==> config.mk <==
export PLATFORM = sky130hd
export DESIGN_NAME = udp_tx_sched
export DESIGN_NICKNAME = d
export VERILOG_FILES = /design/src/rtl/udp_tx_sched.sv
export SDC_FILE = /design/constraint.sdc
export NUM_CORES = 1
export LEC_CHECK = 0
export BUFFER_PORTS_ARGS = -buffer_cell sky130_fd_sc_hd__buf_2
export CORE_MARGIN = 5
export CORE_UTILIZATION = 50
export DETAILED_ROUTE_END_ITERATION = 8
export GPL_TIMING_DRIVEN = 0
export PLACE_DENSITY_LB_ADDON = 0.1
export REMOVE_ABC_BUFFERS = 1
export SETUP_SLACK_MARGIN = 0.02
export SLEW_MARGIN = 20
export SYNTH_ARGS = -nofsm -noshare
export SYNTH_HDL_FRONTEND = slang
export SYNTH_SLANG_ARGS = --single-unit
==> constraint.sdc <==
create_clock -name i_clk -period 2.9 [get_ports i_clk]
set_clock_uncertainty 0.1 [all_clocks]
set_input_delay 0.87 -clock i_clk [delete_from_list [all_inputs] [get_ports i_clk]]
set_output_delay 0.87 -clock i_clk [all_outputs]
set_load 0.01 [all_outputs]
==> src/rtl/udp_tx_sched.sv <==
// Round-robin frame scheduler sharing one UDP transmit port among P_CH channels.
// Define UDP_TX_SCHED_PRIO_EN to give channel 0 strict priority over the round-robin group.
module udp_tx_sched #(
    parameter int unsigned P_CH       = 4,
    parameter int unsigned P_GAP      = 12,
    parameter int unsigned P_START_TO = 64
) (
    input  logic                 i_clk,
    input  logic                 i_rst,
    input  logic [P_CH-1:0]      i_req,
    input  logic [P_CH*16-1:0]   i_len,
    input  logic [P_CH*8-1:0]    i_data,
    input  logic [P_CH-1:0]      i_valid,
    input  logic [P_CH-1:0]      i_last,
    output logic [P_CH-1:0]      o_grant,
    output logic [7:0]           o_send_udp_data,
    output logic [15:0]          o_send_udp_len,
    output logic                 o_send_udp_last,
    output logic                 o_send_udp_valid,
    input  logic                 i_send_ready,
    output logic                 o_busy,
    output logic                 o_timeout,
    output logic                 o_len_err
);

    localparam int unsigned     LP_SW       = (P_CH > 1) ? $clog2(P_CH) : 1;
    localparam logic [9:0]      LP_TO_LAST  = 10'(P_START_TO - 1);
    localparam logic [7:0]      LP_GAP_LAST = 8'(P_GAP);
    localparam logic [P_CH-1:0] LP_ONE      = {{(P_CH-1){1'b0}}, 1'b1};
`ifdef UDP_TX_SCHED_PRIO_EN
    localparam logic [P_CH-1:0] LP_RR_MASK  = ~LP_ONE;
`else
    localparam logic [P_CH-1:0] LP_RR_MASK  = '1;
`endif

    typedef enum logic [1:0] {StIdle, StGrant, StXfer, StGap} state_e;

    state_e           r_state, w_state_nxt;
    logic [LP_SW-1:0] r_sel, w_sel_nxt;
    logic [LP_SW-1:0] r_rr_ptr, w_rr_ptr_nxt;
    logic [P_CH-1:0]  r_grant, w_grant_nxt;
    logic [15:0]      r_len, w_len_nxt;
    logic [15:0]      r_beat_cnt, w_beat_cnt_nxt;
    logic [9:0]       r_to_cnt, w_to_cnt_nxt;
    logic [7:0]       r_gap_cnt, w_gap_cnt_nxt;
    logic [7:0]       r_data, w_data_nxt;
    logic             r_valid, w_valid_nxt;
    logic             r_last, w_last_nxt;
    logic             r_timeout, w_timeout_nxt;
    logic             r_len_err, w_len_err_nxt;

    logic             w_pick_found;
    logic [LP_SW-1:0] w_pick;
    logic [31:0]      w_idx;
    logic [LP_SW-1:0] w_idx_s;
    logic [P_CH-1:0]  w_req_rr;
    logic [LP_SW-1:0] w_sel_inc;
    logic [LP_SW-1:0] w_rr_adv;
    logic             w_cur_valid;
    logic             w_cur_last;
    logic [7:0]       w_cur_data;
    logic [15:0]      w_pick_len;

    assign w_cur_valid = i_valid[r_sel];
    assign w_cur_last  = i_last[r_sel];
    assign w_cur_data  = i_data[{r_sel, 3'b000} +: 8];
    assign w_pick_len  = i_len[{w_pick, 4'b0000} +: 16];
    assign w_req_rr    = i_req & LP_RR_MASK;

    assign w_sel_inc = (32'(r_sel) + 32'd1 >= P_CH) ? '0 : r_sel + 1'b1;
`ifdef UDP_TX_SCHED_PRIO_EN
    // Frames on the priority channel leave the round-robin pointer untouched.
    assign w_rr_adv  = (r_sel == '0) ? r_rr_ptr : w_sel_inc;
`else
    assign w_rr_adv  = w_sel_inc;
`endif

    // First requester at or after the round-robin pointer, wrapping.
    always_comb begin
        w_pick_found = 1'b0;
        w_pick       = '0;
        w_idx        = '0;
        w_idx_s      = '0;
        for (int unsigned i = 0; i < P_CH; i++) begin
            w_idx = 32'(r_rr_ptr) + i;
            if (w_idx >= P_CH) begin
                w_idx = w_idx - P_CH;
            end
            w_idx_s = LP_SW'(w_idx);
            if (!w_pick_found && w_req_rr[w_idx_s]) begin
                w_pick_found = 1'b1;
                w_pick       = w_idx_s;
            end
        end
`ifdef UDP_TX_SCHED_PRIO_EN
        if (i_req[0]) begin
            w_pick_found = 1'b1;
            w_pick       = '0;
        end
`endif
    end

    always_comb begin
        w_state_nxt    = r_state;
        w_sel_nxt      = r_sel;
        w_rr_ptr_nxt   = r_rr_ptr;
        w_grant_nxt    = r_grant;
        w_len_nxt      = r_len;
        w_beat_cnt_nxt = r_beat_cnt;
        w_to_cnt_nxt   = r_to_cnt;
        w_gap_cnt_nxt  = r_gap_cnt;
        w_data_nxt     = r_data;
        w_valid_nxt    = 1'b0;
        w_last_nxt     = 1'b0;
        w_timeout_nxt  = 1'b0;
        w_len_err_nxt  = 1'b0;

        unique case (r_state)
            StIdle: begin
                if (w_pick_found && i_send_ready) begin
                    w_sel_nxt      = w_pick;
                    w_grant_nxt    = LP_ONE << w_pick;
                    w_len_nxt      = w_pick_len;
                    w_beat_cnt_nxt = '0;
                    w_to_cnt_nxt   = '0;
                    w_state_nxt    = StGrant;
                end
            end
            StGrant: begin
                if (w_cur_valid) begin
                    w_valid_nxt    = 1'b1;
                    w_data_nxt     = w_cur_data;
                    w_last_nxt     = w_cur_last;
                    w_beat_cnt_nxt = 16'd1;
                    if (w_cur_last) begin
                        w_grant_nxt   = '0;
                        w_rr_ptr_nxt  = w_rr_adv;
                        w_len_err_nxt = (r_len != 16'd1);
                        w_gap_cnt_nxt = '0;
                        w_state_nxt   = StGap;
                    end else begin
                        w_state_nxt   = StXfer;
                    end
                end else if (r_to_cnt == LP_TO_LAST) begin
                    w_grant_nxt   = '0;
                    w_timeout_nxt = 1'b1;
                    w_rr_ptr_nxt  = w_rr_adv;
                    w_gap_cnt_nxt = '0;
                    w_state_nxt   = StGap;
                end else begin
                    w_to_cnt_nxt  = r_to_cnt + 10'd1;
                end
            end
            StXfer: begin
                w_valid_nxt = w_cur_valid;
                w_last_nxt  = w_cur_valid & w_cur_last;
                if (w_cur_valid) begin
                    w_data_nxt     = w_cur_data;
                    w_beat_cnt_nxt = r_beat_cnt + 16'd1;
                    if (w_cur_last) begin
                        w_grant_nxt   = '0;
                        w_rr_ptr_nxt  = w_rr_adv;
                        w_len_err_nxt = ((r_beat_cnt + 16'd1) != r_len);
                        w_gap_cnt_nxt = '0;
                        w_state_nxt   = StGap;
                    end
                end
            end
            StGap: begin
                // GAP spans P_GAP+1 cycles so the next grant lands P_GAP+2 after the last beat.
                if (r_gap_cnt == LP_GAP_LAST) begin
                    w_state_nxt   = StIdle;
                end else begin
                    w_gap_cnt_nxt = r_gap_cnt + 8'd1;
                end
            end
            default: begin
                w_state_nxt = StIdle;
            end
        endcase
    end

    always_ff @(posedge i_clk) begin
        if (i_rst) begin
            r_state    <= StIdle;
            r_sel      <= '0;
            r_rr_ptr   <= '0;
            r_grant    <= '0;
            r_len      <= '0;
            r_beat_cnt <= '0;
            r_to_cnt   <= '0;
            r_gap_cnt  <= '0;
            r_data     <= '0;
            r_valid    <= 1'b0;
            r_last     <= 1'b0;
            r_timeout  <= 1'b0;
            r_len_err  <= 1'b0;
        end else begin
            r_state    <= w_state_nxt;
            r_sel      <= w_sel_nxt;
            r_rr_ptr   <= w_rr_ptr_nxt;
            r_grant    <= w_grant_nxt;
            r_len      <= w_len_nxt;
            r_beat_cnt <= w_beat_cnt_nxt;
            r_to_cnt   <= w_to_cnt_nxt;
            r_gap_cnt  <= w_gap_cnt_nxt;
            r_data     <= w_data_nxt;
            r_valid    <= w_valid_nxt;
            r_last     <= w_last_nxt;
            r_timeout  <= w_timeout_nxt;
            r_len_err  <= w_len_err_nxt;
        end
    end

    assign o_grant          = r_grant;
    assign o_send_udp_data  = r_data;
    assign o_send_udp_len   = r_len;
    assign o_send_udp_last  = r_last;
    assign o_send_udp_valid = r_valid;
    assign o_busy           = (r_state != StIdle);
    assign o_timeout        = r_timeout;
    assign o_len_err        = r_len_err;

endmodule
==> reports/qor.txt <==
Worst path arrival time: 2.87 ns
Avg WL per Cell: 14.85 um
Initial Util: 0.5111
Initial DRC count: 234
Final Hold Viols: 0
First-pass GRT wire length: 20850 um
Fin. max-slew vios: 0
Antenna violations before repair: 0
Drt first pass iters: 4
CTS Root Buffer Type: clkbuf_8
Fin nets: 855
Worst Max-Slew Pin Slew: 0.9641 ns
Port bufs: 143
H-tree levels: 3
Antenna-violating nets left: 0
Hold_ws: 0.3563 ns
CTS Buffer Depth: 2
Die Wd: 104.2 um
Core area: 0.008678 sq mm
Die ar.: 0.01085 sq mm
Share of cells above drive strength 1: 0.2473
Asr flop ratio synth: 0
Dominant synthesized flop cell: dfxtp_1
Die Span Y: 104.2 um
Mapped Avg Cell Area: 7.189 sq um
Tot Pwr: 3.647 mW
GR Util All Layers: 0.2262
Post-Syn Area: 0.004436 sq mm
Postcts setup bufs: 0
Max-cap violations: 0
Final wirelength: 12600 um
FMAX: 364.8 MHz
Status: completed
Critical-path top delay cell: mux4_2
WS Path Type: primary input to flop
Fillers: 831
Reg2reg start: r_sel[1]
Std cell rows: 34
CP Data Required Time: 3.03 ns
Antenna fix cells: 0
Leading area contributor after synthesis: dfxtp_1
Worst Setup EP: r_to_cnt[8]
Remaining Overflow, GRT: 0
Vias: 4750
Routed vias/inst: 5.601
Hold path cells: 2
Startpoint types: primary input
Largest net degree at the start of global routing: 62
Min cycle time layout: 2.741 ns
Crit path cell chain: buf_2, mux4_2, a311oi_2, o21a_1, and3_1, nand3_1, xor2_1, nor2_1
Gpl congestion: 0.8173
Flops & latches, synth: 72
Worst-path clk slew: 0.07 ns
VDD IR max: 0.4281 mV
Max_slew headroom: 0.3523
Clk Latency, worst-skew pair: 0.35 ns
Sink Count: 72
P&R area growth vs syn: 21.55%
TritonCTS Buffers: 9
Post-route cell area: 0.005391 sq mm
Worst r2r dst: r_to_cnt[8]
CTS tree: yes
Placed instance area: 0.005165 sq mm
DP HPWL: 9375 um
Yosys warnings: 0
Pwr/cell area: 676.5 mW/mm^2
Number of global-route vias before repair: 4387
Post-synth top area share: 0.3250
I/O pins: 144
Seq/Total Area, Yosys: 0.3250
Tcrit/Tclk final: 0.9452
Top cells by area, synth: dfxtp_1, nand2_1, nand3_1
Unique masters post-synth: 49
DRC viols: 0
Reg2Reg Depth: 7
Critical path's largest stage delay: 0.62 ns
Final setup fails: 0
Worst Setup SP: i_valid[3]
R2r setup slk: 0.16 ns
Crit-path max FO: 10
P_leak: 2.300 nW
Post-synth EDFFs: 0
Cell count after synthesis: 617
Hold Path Class: flop to flop
CP Capture Type: flop
RSZ-0062 raised after global routing: false
-- critical path, delay by kind of cell --
kind | cells | cell delay, ns
muxes | 1 | 0.62
AOI/OAI and AO/OA | 2 | 0.68
and+or+nand+nor | 3 | 0.42
xor gates and xnor gates | 1 | 0.17
buffers and inverters | 1 | 0.10
-- cells by family (layout without fill, tap and decap cells) --
family | after synthesis | in the layout | synth area share
buffers and inverters | 51 | 174 | 0.04654
flip-flops | 72 | 72 | 0.3250
XOR/XNOR | 30 | 30 | 0.05924
multiplexers | 15 | 15 | 0.06206
AND/OR/NAND/NOR | 328 | 328 | 0.3399
adder cells (fa/ha/maj) | 9 | 9 | 0.02539
AO/OA/AOI/OAI | 112 | 112 | 0.1419
-- per-stage QoR --
stage	TNS, ns	instances	setup WS [ns]	utilization
floorplan	-3.689	580	-0.3453	-
global placement	-36.27	831	-1.562	0.5914
detailed placement	-9.726	832	-0.4745	0.5952
CTS	0	848	0.05518	0.6200
global route	0	848	0.05134	0.6213
finish	0	848	0.1589	0.6213
-- cell type report --
class                      instances  area (sq um)  area share
clock buffer                      13         158.9     0.02947
clock inverter                     3         40.04    0.007426
inverter                          14         52.55    0.009747
multi-input combinational        494          2834      0.5256
sequential                        72          1445      0.2680
tap                              108         135.1     0.02506
timing repair buffer             144         725.7      0.1346
-- layer usage --
layer / up-vias / share of wire / GRT usage
met5: - / 0 / 0
met4: 0 / 0.0065 / 0.04995
met3: 12 / 0.087 / 0.07325
met2: 201 / 0.46 / 0.3520
met1: 2164 / 0.45 / 0.3066
li1: 2373 / - / -
-- state kept, by name, indices dropped and copies added, names as in the netlist --
name,flops
o_grant,4
r_gap_cnt,8
o_send_udp_data,8
o_send_udp_valid,1
o_send_udp_len,16
o_len_err,1
r_rr_ptr,2
r_to_cnt,10
r_state,2
r_sel,2
r_beat_cnt,16
o_send_udp_last,1
o_timeout,1
-- cells in the mapped netlist, drive strengths merged (2+ instances only) --
cell type  instances
nor4               7
nand2b             5
dfxtp             72
or4                3
o21ai             34
or3                4
clkbuf            30
xnor2             19
and3               5
a22oi              2
ha                 9
a21oi             54
nor2              54
a31oi              7
and2               2
nand4              7
a21o               2
nor2b              5
mux2i              5
inv               14
xor2              11
nand2            143
mux4              10
nand3             67
o22ai              2
a211oi             2
and4               7
nand3b             6
nor3               8
buf                7
or2                2
-- power by group --
| group | total [mW] | internal [mW] | switching, mW |
|---|---|---|---|
| clock | 0.813 | 0.443 | 0.370 |
| sequential | 1.28 | 1.13 | 0.150 |
| combinational | 1.55 | 0.574 | 0.977 |
-- cells in the final DEF, fill, tap and decap left out, types with 2 or more instances in the layout --
cell type / instances
a31oi_1: 7
or2_2: 2
clkbuf_8: 11
buf_2: 142
o21ai_0: 33
and4_1: 6
buf_4: 2
a21oi_1: 54
dfxtp_1: 71
xor2_1: 11
and3_1: 5
nor2_1: 52
nor2b_1: 5
xnor2_1: 19
clkinv_2: 2
nor4_1: 7
nand4_1: 7
nand2b_1: 5
or4_1: 3
nand3b_1: 6
mux4_2: 10
nor2_2: 2
mux2i_1: 5
nand2_1: 143
or3_1: 4
and2_1: 2
nand3_1: 66
a21o_1: 2
nor3_1: 8
clkbuf_1: 2
inv_1: 14
a22oi_1: 2
ha_1: 8
-- worst min path at each step --
stage / startpoint / end
after floorplan: r_rr_ptr[0] / r_rr_ptr[0]
after global placement: o_send_udp_data[5] / o_send_udp_data[5]
after global routing: o_send_udp_data[5] / o_send_udp_data[5]
after detailed placement: o_grant[0] / o_grant[0]
final: o_send_udp_data[6] / o_send_udp_data[6]
after CTS: o_send_udp_data[4] / o_send_udp_data[4]
-- timing repair --
action                     in CTS  in global routing
cloned                          0                  0
gates resized for setup         3                  3
setup endpoints to repair      20                 14
hold buffers                    0                  0
pin swaps                       0                  0
Note: power is estimated with default switching activity, not from simulation.
